### src/rtl/riscv_pkg.sv
// Shared datapath constants and the operand bank state type.
package riscv_pkg;
  localparam int unsigned XLEN   = 32;
  localparam int unsigned REG_AW = 5;

  localparam logic [REG_AW-1:0] X0_ADDR = '0;

  typedef enum logic {
    EMPTY = 1'b0,
    FULL  = 1'b1
  } bank_state_e;
endpackage

### src/rtl/operand_chan.sv
// One operand channel: data/address register with capture-time and hold-time
// write-back forwarding.
module operand_chan #(
  parameter int unsigned XLEN     = riscv_pkg::XLEN,
  parameter int unsigned AW       = riscv_pkg::REG_AW,
  parameter int unsigned ZERO_FWD = 0
) (
  input  logic            clk,
  input  logic            reset,
  input  logic            i_capture,
  input  logic            i_hold,
  input  logic [XLEN-1:0] i_rd_data,
  input  logic [AW-1:0]   i_rd_addr,
  input  logic            i_wb_en,
  input  logic [AW-1:0]   i_wb_addr,
  input  logic [XLEN-1:0] i_wb_data,
  output logic [XLEN-1:0] o_data,
  output logic [AW-1:0]   o_addr
);
  import riscv_pkg::*;

  localparam bit ZF = (ZERO_FWD != 0);

  logic [XLEN-1:0] r_data;
  logic [AW-1:0]   r_addr;
  logic            w_wb_ok;
  logic            w_cap_fwd;
  logic            w_hold_fwd;
  logic            w_rd_zero;
  logic [XLEN-1:0] w_cap_data;

  // Write-back to x0 is ignored unless zero forwarding is enabled.
  assign w_wb_ok    = i_wb_en & (ZF | (i_wb_addr != AW'(X0_ADDR)));
  assign w_cap_fwd  = w_wb_ok & (i_wb_addr == i_rd_addr);
  assign w_hold_fwd = w_wb_ok & (i_wb_addr == r_addr);
  assign w_rd_zero  = !ZF & (i_rd_addr == AW'(X0_ADDR));

  always_comb begin
    w_cap_data = i_rd_data;
    if (w_cap_fwd) begin
      w_cap_data = i_wb_data;
    end else if (w_rd_zero) begin
      w_cap_data = '0;
    end
  end

  always_ff @(posedge clk) begin
    if (reset) begin
      r_data <= '0;
      r_addr <= '0;
    end else if (i_capture) begin
      r_data <= w_cap_data;
      r_addr <= i_rd_addr;
    end else if (i_hold && w_hold_fwd) begin
      r_data <= i_wb_data;
    end
  end

  assign o_data = r_data;
  assign o_addr = r_addr;
endmodule

### src/rtl/operand_reg_bank.sv
// Register-file output operand bank: valid/ready handshake, per-channel
// forwarding registers, flush and a saturating stall counter.
module operand_reg_bank #(
  parameter int unsigned XLEN     = riscv_pkg::XLEN,
  parameter int unsigned NUM_CH   = 2,
  parameter int unsigned AW       = riscv_pkg::REG_AW,
  parameter int unsigned ZERO_FWD = 0,
  parameter int unsigned CNT_W    = 16
) (
  input  logic                   clk,
  input  logic                   reset,
  input  logic                   in_valid,
  output logic                   in_ready,
  input  logic [NUM_CH*XLEN-1:0] rd_data,
  input  logic [NUM_CH*AW-1:0]   rd_addr,
  input  logic                   wb_en,
  input  logic [AW-1:0]          wb_addr,
  input  logic [XLEN-1:0]        wb_data,
  input  logic                   flush,
  output logic                   out_valid,
  input  logic                   out_ready,
  output logic [NUM_CH*XLEN-1:0] out_data,
  output logic [NUM_CH*AW-1:0]   out_addr,
  output logic [CNT_W-1:0]       hold_cnt
);
  import riscv_pkg::*;

  localparam logic [CNT_W-1:0] CNT_MAX = '1;

  bank_state_e      r_state;
  bank_state_e      w_state_nxt;
  logic [CNT_W-1:0] r_hold_cnt;
  logic [CNT_W-1:0] w_hold_cnt_nxt;
  logic             w_capture;
  logic             w_hold;

  assign out_valid = (r_state == FULL);
  assign in_ready  = !out_valid | out_ready;
  // A flush squashes any capture presented in the same cycle.
  assign w_capture = in_valid & in_ready & !flush;
  assign w_hold    = out_valid & !w_capture;

  always_ff @(posedge clk) begin
    if (reset) begin
      r_state    <= EMPTY;
      r_hold_cnt <= '0;
    end else begin
      r_state    <= w_state_nxt;
      r_hold_cnt <= w_hold_cnt_nxt;
    end
  end

  always_comb begin
    w_state_nxt    = r_state;
    w_hold_cnt_nxt = '0;
    case (r_state)
      EMPTY: begin
        if (w_capture) w_state_nxt = FULL;
      end
      FULL: begin
        if (!w_capture && out_ready) w_state_nxt = EMPTY;
        if (!out_ready) begin
          w_hold_cnt_nxt = (r_hold_cnt == CNT_MAX) ? r_hold_cnt : r_hold_cnt + CNT_W'(1);
        end
      end
      default: w_state_nxt = EMPTY;
    endcase
    if (flush) begin
      w_state_nxt    = EMPTY;
      w_hold_cnt_nxt = '0;
    end
  end

  assign hold_cnt = r_hold_cnt;

  for (genvar g = 0; g < NUM_CH; g++) begin : g_chan
    operand_chan #(
      .XLEN    (XLEN),
      .AW      (AW),
      .ZERO_FWD(ZERO_FWD)
    ) u_chan (
      .clk      (clk),
      .reset    (reset),
      .i_capture(w_capture),
      .i_hold   (w_hold),
      .i_rd_data(rd_data[g*XLEN +: XLEN]),
      .i_rd_addr(rd_addr[g*AW +: AW]),
      .i_wb_en  (wb_en),
      .i_wb_addr(wb_addr),
      .i_wb_data(wb_data),
      .o_data   (out_data[g*XLEN +: XLEN]),
      .o_addr   (out_addr[g*AW +: AW])
    );
  end
endmodule

### config.mk
export PLATFORM = sky130hd
export DESIGN_NAME = operand_reg_bank
export DESIGN_NICKNAME = d
export VERILOG_FILES = /design/src/rtl/riscv_pkg.sv /design/src/rtl/operand_chan.sv /design/src/rtl/operand_reg_bank.sv
export SDC_FILE = /design/constraint.sdc
export NUM_CORES = 1
export LEC_CHECK = 0
export ABC_AREA = 1
export CORE_ASPECT_RATIO = 0.75
export CORE_MARGIN = 8
export CORE_UTILIZATION = 46
export DETAILED_ROUTE_END_ITERATION = 7
export GPL_TIMING_DRIVEN = 0
export PLACE_DENSITY = 0.94
export SETUP_SLACK_MARGIN = 0.4
export SKIP_LAST_GASP = 1
export SLEW_MARGIN = 20
export SYNTH_ARGS = -nofsm -noshare
export SYNTH_HDL_FRONTEND = slang
export SYNTH_HIERARCHICAL = 1
export SYNTH_SLANG_ARGS = --single-unit
export TNS_END_PERCENT = 5
### constraint.sdc
create_clock -name clk -period 2.5 [get_ports clk]
set_input_delay 0.375 -clock clk [delete_from_list [all_inputs] [get_ports clk]]
set_output_delay 0.375 -clock clk [all_outputs]
set_load 0.05 [all_outputs]
======== After elaboration in Yosys (flattened, before gate mapping) ========
Cells that the tools add are included.
Widths: inputs -> output; s select.
storage, ports and cells
  bits in read-only memories .............. 0
  RAM bits ................................ 0
  latch bits .............................. 0
  bits in registers ....................... 91
  memories kept ........................... 0
operators by class
  eq/ne operators ......................... 5
  bitwise operators ....................... 10
  add/sub/neg operators ................... 1
  multiply operators ...................... 0
  shift-type cells ........................ 0
  magnitude comparators ................... 0
  divide/modulo/power cells ............... 0
  reductions and logical operators ........ 13
  muxes and demuxes ....................... 11
operators with widths
  kind                   number
  $mux 32                8
  $eq 5x5->1             4
  $add 16x1->16 const B  1
  $eq 16x16->1 const B   1
  $logic_not 5->1        2
  $and 1x1->1            8
  $reduce_bool 5->1      1
  $reduce_bool 2->1      2
  $reduce_or 4->1        1
  $logic_and 1x1->1      3
  $logic_not 1->1        3
  $mux 1                 2
  $pmux 1 s2             1
  $reduce_or 2->1        1
  $not 1->1              1
  $or 1x1->1             1

======== Logic depth before layout (Yosys ltp) ========
  depth after elaboration ................. 9
  depth in mapped cells ................... 12

======== Cells and area by module ========
The synthesis kept the hierarchy.
modules (own cells, without submodules)
  module            instances  area each (um^2)  cells each
  operand_chan      2          2366.0            377
  operand_reg_bank  1          994.7             150

======== Least setup slack after synthesis ========
Ideal clock, no wire load.
  kind .................................... reg-to-reg
  start point ............................. register r_state (netlist: out_valid)
  end point ............................... register g_chan[0].u_chan.r_data[10]
  period minus slack after synthesis ...... 2.295 ns
  required time ........................... 2.381 ns
  slack ................................... 0.205 ns
  library setup time ...................... 0.119 ns
  cell stages (with the launch flop) ...... 9
  path buffers ............................ 2
  arrival ................................. 2.175 ns
  path through ............................ dfxtp_1 inv_2 nor2_1 nor3_1 buf_2 clkbuf_1 nand3_1 nand2_1 a21oi_1
between the ends
  longest elaborated chain between the ends .. 8
  elaborated cells between the ends (all ways) .. 9
ends and longest elaborated chain
  element                        line                    source
  start, declared                operand_reg_bank.sv:30  bank_state_e r_state;
  start signal, assigned         operand_reg_bank.sv:48  r_state <= w_state_nxt;
  $logic_not 1->1 (*)            operand_reg_bank.sv:38  assign in_ready = !out_valid | out_ready;
  $or 1x1->1 (*)                 operand_reg_bank.sv:38
  $and 1x1->1 (*) (2 in series)  operand_reg_bank.sv:40  assign w_capture = in_valid & in_ready & !flush;
  via w_capture                  operand_reg_bank.sv:34  logic w_capture;
  $logic_not 1->1                operand_reg_bank.sv:41  assign w_hold = out_valid & !w_capture;
  $and 1x1->1                    operand_reg_bank.sv:41
  $logic_and 1x1->1              operand_chan.sv:54      end else if (i_hold && w_hold_fwd) begin
  $reduce_bool 2->1 (no line)    n/a
  end signal, assigned           operand_chan.sv:52      r_data <= w_cap_data;
  end signal, assigned           operand_chan.sv:55      r_data <= i_wb_data;
  end, declared                  operand_chan.sv:24      logic [XLEN-1:0] r_data;
Mark *: on every way through the listed nets, which the timed path passes. The rest lies on a longest branch.
A chain may end at the register's enable or synchronous reset.

======== Worst setup path after layout ========
  start point ............................. register r_hold_cnt[0] (netlist: hold_cnt[0])
  end point ............................... output port hold_cnt[0]
RTL lines
  element                 line                    source
  start, declared         operand_reg_bank.sv:32  logic [CNT_W-1:0] r_hold_cnt;
  start signal, assigned  operand_reg_bank.sv:49  r_hold_cnt <= w_hold_cnt_nxt;
  end, declared           operand_reg_bank.sv:24  output logic [CNT_W-1:0] hold_cnt
No word-level cell between the ends.

==> results <==
- The most common cell in the synthesized netlist is nand2_1.
- Summed over all layers, the routed wires come to 20400 um.
- The number of hold violations in the final report is 0.
- The number of nets in the finished design is between 1k and 1.5k.
- Across the run, the number of max-cap violations was 0.
- The count of flip-flops with a built-in enable after synthesis is 0.
- Data on the critical path is required at its endpoint by approximately 2100 ps.
- Counting every net in the synthesized netlist gives 1022.
- The routed wirelength normalized by instance count is roughly 16 um.
- The clock passes through at most 2 buffers.
- At the end of routability-driven placement, the weighted congestion stood at between 0.8 and 0.9.
- The internal reg-to-reg setup slack is roughly 630 ps.
- The floorplan die area is between 0.015 and 0.02 mm^2.
- The start point of the worst min-delay path is g_chan[0].u_chan/o_addr[3]$_SDFFE_PP0P_.
- The wire-length estimate of the detail-placed layout is 16300 um.
- Counting cells, the worst reg-to-reg path comes to 12.
- The number of pins with negative max-slew slack in the final report is 0.
- In this design, the stage delay of the slowest critical-path cell is roughly 860 ps.
- The final cell count without fillers is between 1k and 1.5k.
- The highest fanout seen on the critical path is 7.
- The worst setup path is captured at a primary output.
- In the final layout, the share of cells above drive strength 1 is 0.0885.
- The slowest stage of the critical path is the clkdlybuf4s50_1 cell.
- The count of different cell masters after synthesis is 33.
- The startpoint class of the critical path is a flop.
- The static power due to leakage is about 3.9 nW.
- The share of the yosys chip area belonging to registers is 0.318.
- The synthesized cell area is approximately 0.0057 mm^2.
- The path class of the tightest hold or removal check is flop to flop.
- During placement, the flow inserted port buffers numbering between 200 and 250.
- The worst flop-to-flop path endpoint is g_chan[1].u_chan/o_data[22]$_SDFFE_PP0P_.
- The signal on the critical path passes through clkdlybuf4s50_1.
- The total inserted antenna cells is 0.
- The overall die height is 113 um.
- The slew at the pin with the worst max-slew slack is slightly below 600 ps.
- Detailed routing inserted a total of between 6k and 7k vias.
- For the worst setup path, the data arrival time is between 1500 and 2000 ps.
- In this run the remaining antenna-violating nets after routing total 0.
- Setup violations remaining at the end of the flow were counted as 0.
- The tree is rooted in a clkbuf_16.
- The mean cell area of the mapped netlist is 6.33 um^2.
- Counting instances, the worst hold path has a depth of 2.
- The first global-routing pass estimated between 30000 and 40000 um of wire.
- Entering global routing, the biggest net connects 18 pins.
- The top cell type's share of synthesized area is 0.318.
- The count of unresolved DRC violations after routing is 0.
- The total buffers and inverters traversed by the critical path is 1.
- VDD sags by at most between 0.0003 and 0.0004 V.
- The clock-pin transition on the worst setup and hold timing paths is about 70 ps.
- Setup repair after global routing could not meet its margin everywhere.
- The post-synthesis register bit count is 91.
- Yosys printed 6 warnings.
- The first detailed-routing pass ran for 7 iterations.
- Buffers inserted during clock tree synthesis total 9.
- The commonest cells after synthesis are 250 x nand2_1, 105 x nor2_1, 99 x inv_1.
- The peak clock frequency supported by timing is between 0.4 and 0.5 GHz.
- The worst hold path terminates at g_chan[0].u_chan/o_addr[3]$_SDFFE_PP0P_.
- The flow ran to the end, and the final reports show no timing, DRC or antenna violations.
- Counting tap cells, the placed design contains a total of between 1k and 1.5k instances.
- The shortest clock period the worst path allows after layout is 2040 ps.
- The critical path's top delay family is buffers and inverters.
- TritonCTS built the clock tree.
- The number of rows created at floorplan is 35.
- In this run the count of I/O pins placed on the die edge is around 210.
- The largest area contributor in the netlist is dfxtp_1.
- Dividing the detail-routed via count by the number of cells gives slightly above 5.
- The level count of the clock H-tree is 3.
- The clock skew is 7.18 ps.
- The number of global-route vias before repair is 6017.
- Yosys attributes the largest share of cell area to dfxtp_1 32%, nand2_1 16%, nand3_1 7.3%.
- The final sum of negative setup slack is 0 ps.
- Dividing the final minimum period by the clock period gives 0.814.
- Clock tree synthesis found a total of 91 sinks.
- For this run, asynchronously set or reset flops after synthesis account for 0.
- The area of the placeable core is about 0.012 mm^2.
- The clock reaches the later pin of the worst-skew pair after about 330 ps.
- In the global route stage, overall resource usage came out at 0.239.
- The width of the die is 145 um.
- The dominant synthesized flop cell is dfxtp_1.
- The number of buffers added to fix hold violations after cts is 0.
- The total grt overflow is 0.
- The initial antenna violation count came to 0.
- The number of violations reported at the end of detailed-routing iteration 0 is 572.
- For this configuration, the core starts out at a cell density of 0.469.
- The area added between synthesis and finish is 45.9%.
- The critical path in this run is classified as flop to primary output.
- Synthesis produced a netlist whose cell count is 904.
- Dividing total power by cell area gives a power density of 497 mW/mm^2.
- In this run the critical register-to-register path is launched from out_valid$_SDFF_PP0_.
- The worst relative slew slack is 0.614.
-- placed cells by master, fill, tap and decap left out, types with 6 or more instances in the layout --
cell type and count:
nand3b_1 28, clkbuf_1 14, nand2_1 250, dfxtp_1 91, xnor2_1 8, a21oi_1 40, a21boi_1 36, buf_4 6
nand4_1 8, buf_2 20, o21ai_0 13, clkdlybuf4s50_1 207, o21ai_1 37, clkbuf_16 9, nand2_4 7, nor2_4 6
inv_1 99, nand3_1 83, inv_2 9, nor2_2 9, buf_6 11, nor2_1 101
-- flip-flops by register name, summed over array words and instances (netlist names) --
signal / count
g_chan.u_chan/o_addr: 10
g_chan.u_chan/o_data: 64
hold_cnt: 16
out_valid: 1
-- report_power, final --
| group | switching (mW) | total, mW | internal [mW] |
|---|---|---|---|
| sequential | 0.0512 | 1.59 | 1.54 |
| clock | 0.616 | 1.34 | 0.723 |
| combinational | 0.721 | 1.22 | 0.501 |
-- layer usage --
layer | up-vias | GRT usage | wire length (um)
met5 | - | 0 | 0
met4 | 0 | 0.0754 | 511
met3 | 42 | 0.0420 | 1420
met2 | 277 | 0.386 | 9380
met1 | 2963 | 0.316 | 9050
li1 | 3295 | - | -
-- stage by stage --
step	total power, mW	cell area (um^2)	worst slack [ps]	hold slack [ps]	util
2_1_floorplan	2.32	5730	504	510	-
3_3_place_gp	2.80	8020	-390	479	0.657
3_5_place_dp	2.82	8020	-421	496	0.657
4_1_cts	4.16	8340	438	508	0.683
5_1_grt	4.34	8350	324	531	0.684
6_report	4.15	8350	464	505	0.684
-- worst max path at each step --
| stage | start | to | slack, ps | cells after the start |
|---|---|---|---|---|
| floorplan | out_valid$_SDFF_PP0_ | g_chan[0].u_chan/o_data[8]$_SDFFE_PP0P_ | 500 | 12 |
| global placement | in_valid | g_chan[1].u_chan/o_data[4]$_SDFFE_PP0P_ | -390 | 8 |
| detailed placement | in_valid | g_chan[1].u_chan/o_data[4]$_SDFFE_PP0P_ | -420 | 8 |
| CTS | out_ready | g_chan[0].u_chan/o_data[23]$_SDFFE_PP0P_ | 440 | 12 |
| global route | in_valid | g_chan[0].u_chan/o_data[10]$_SDFFE_PP0P_ | 320 | 8 |
| finish | hold_cnt[0]$_SDFFE_PP0P_ | hold_cnt[0] | 460 | 1 |
-- kinds of logic after synthesis --
logic type                 synth area share
AOI/OAI and AO/OA                     0.132
and+or+nand+nor                       0.403
DFF                                   0.318
buffers and inverters                 0.128
adders and majority gates           0.00218
xor gates and xnor gates             0.0168
-- timing repair --
action | in CTS | in global routing
setup buffers | 2 | 0
gates resized for setup | 4 | 7
endpoints found under the setup margin | 75 | 60
pin swaps | 1 | 0
-- final cells by class --
| class | instances | area, um^2 |
|---|---|---|
| sequential | 91 | 1820 |
| buffer | 51 | 317 |
| inverter | 111 | 419 |
| fill | 1015 | 3860 |
| clock buffer | 10 | 239 |
| timing repair buffer | 210 | 2100 |
| multi-input combinational | 651 | 3200 |
| tap | 166 | 208 |
| clock inverter | 6 | 55.1 |
No activity file was read; power rests on OpenSTA's default activity.
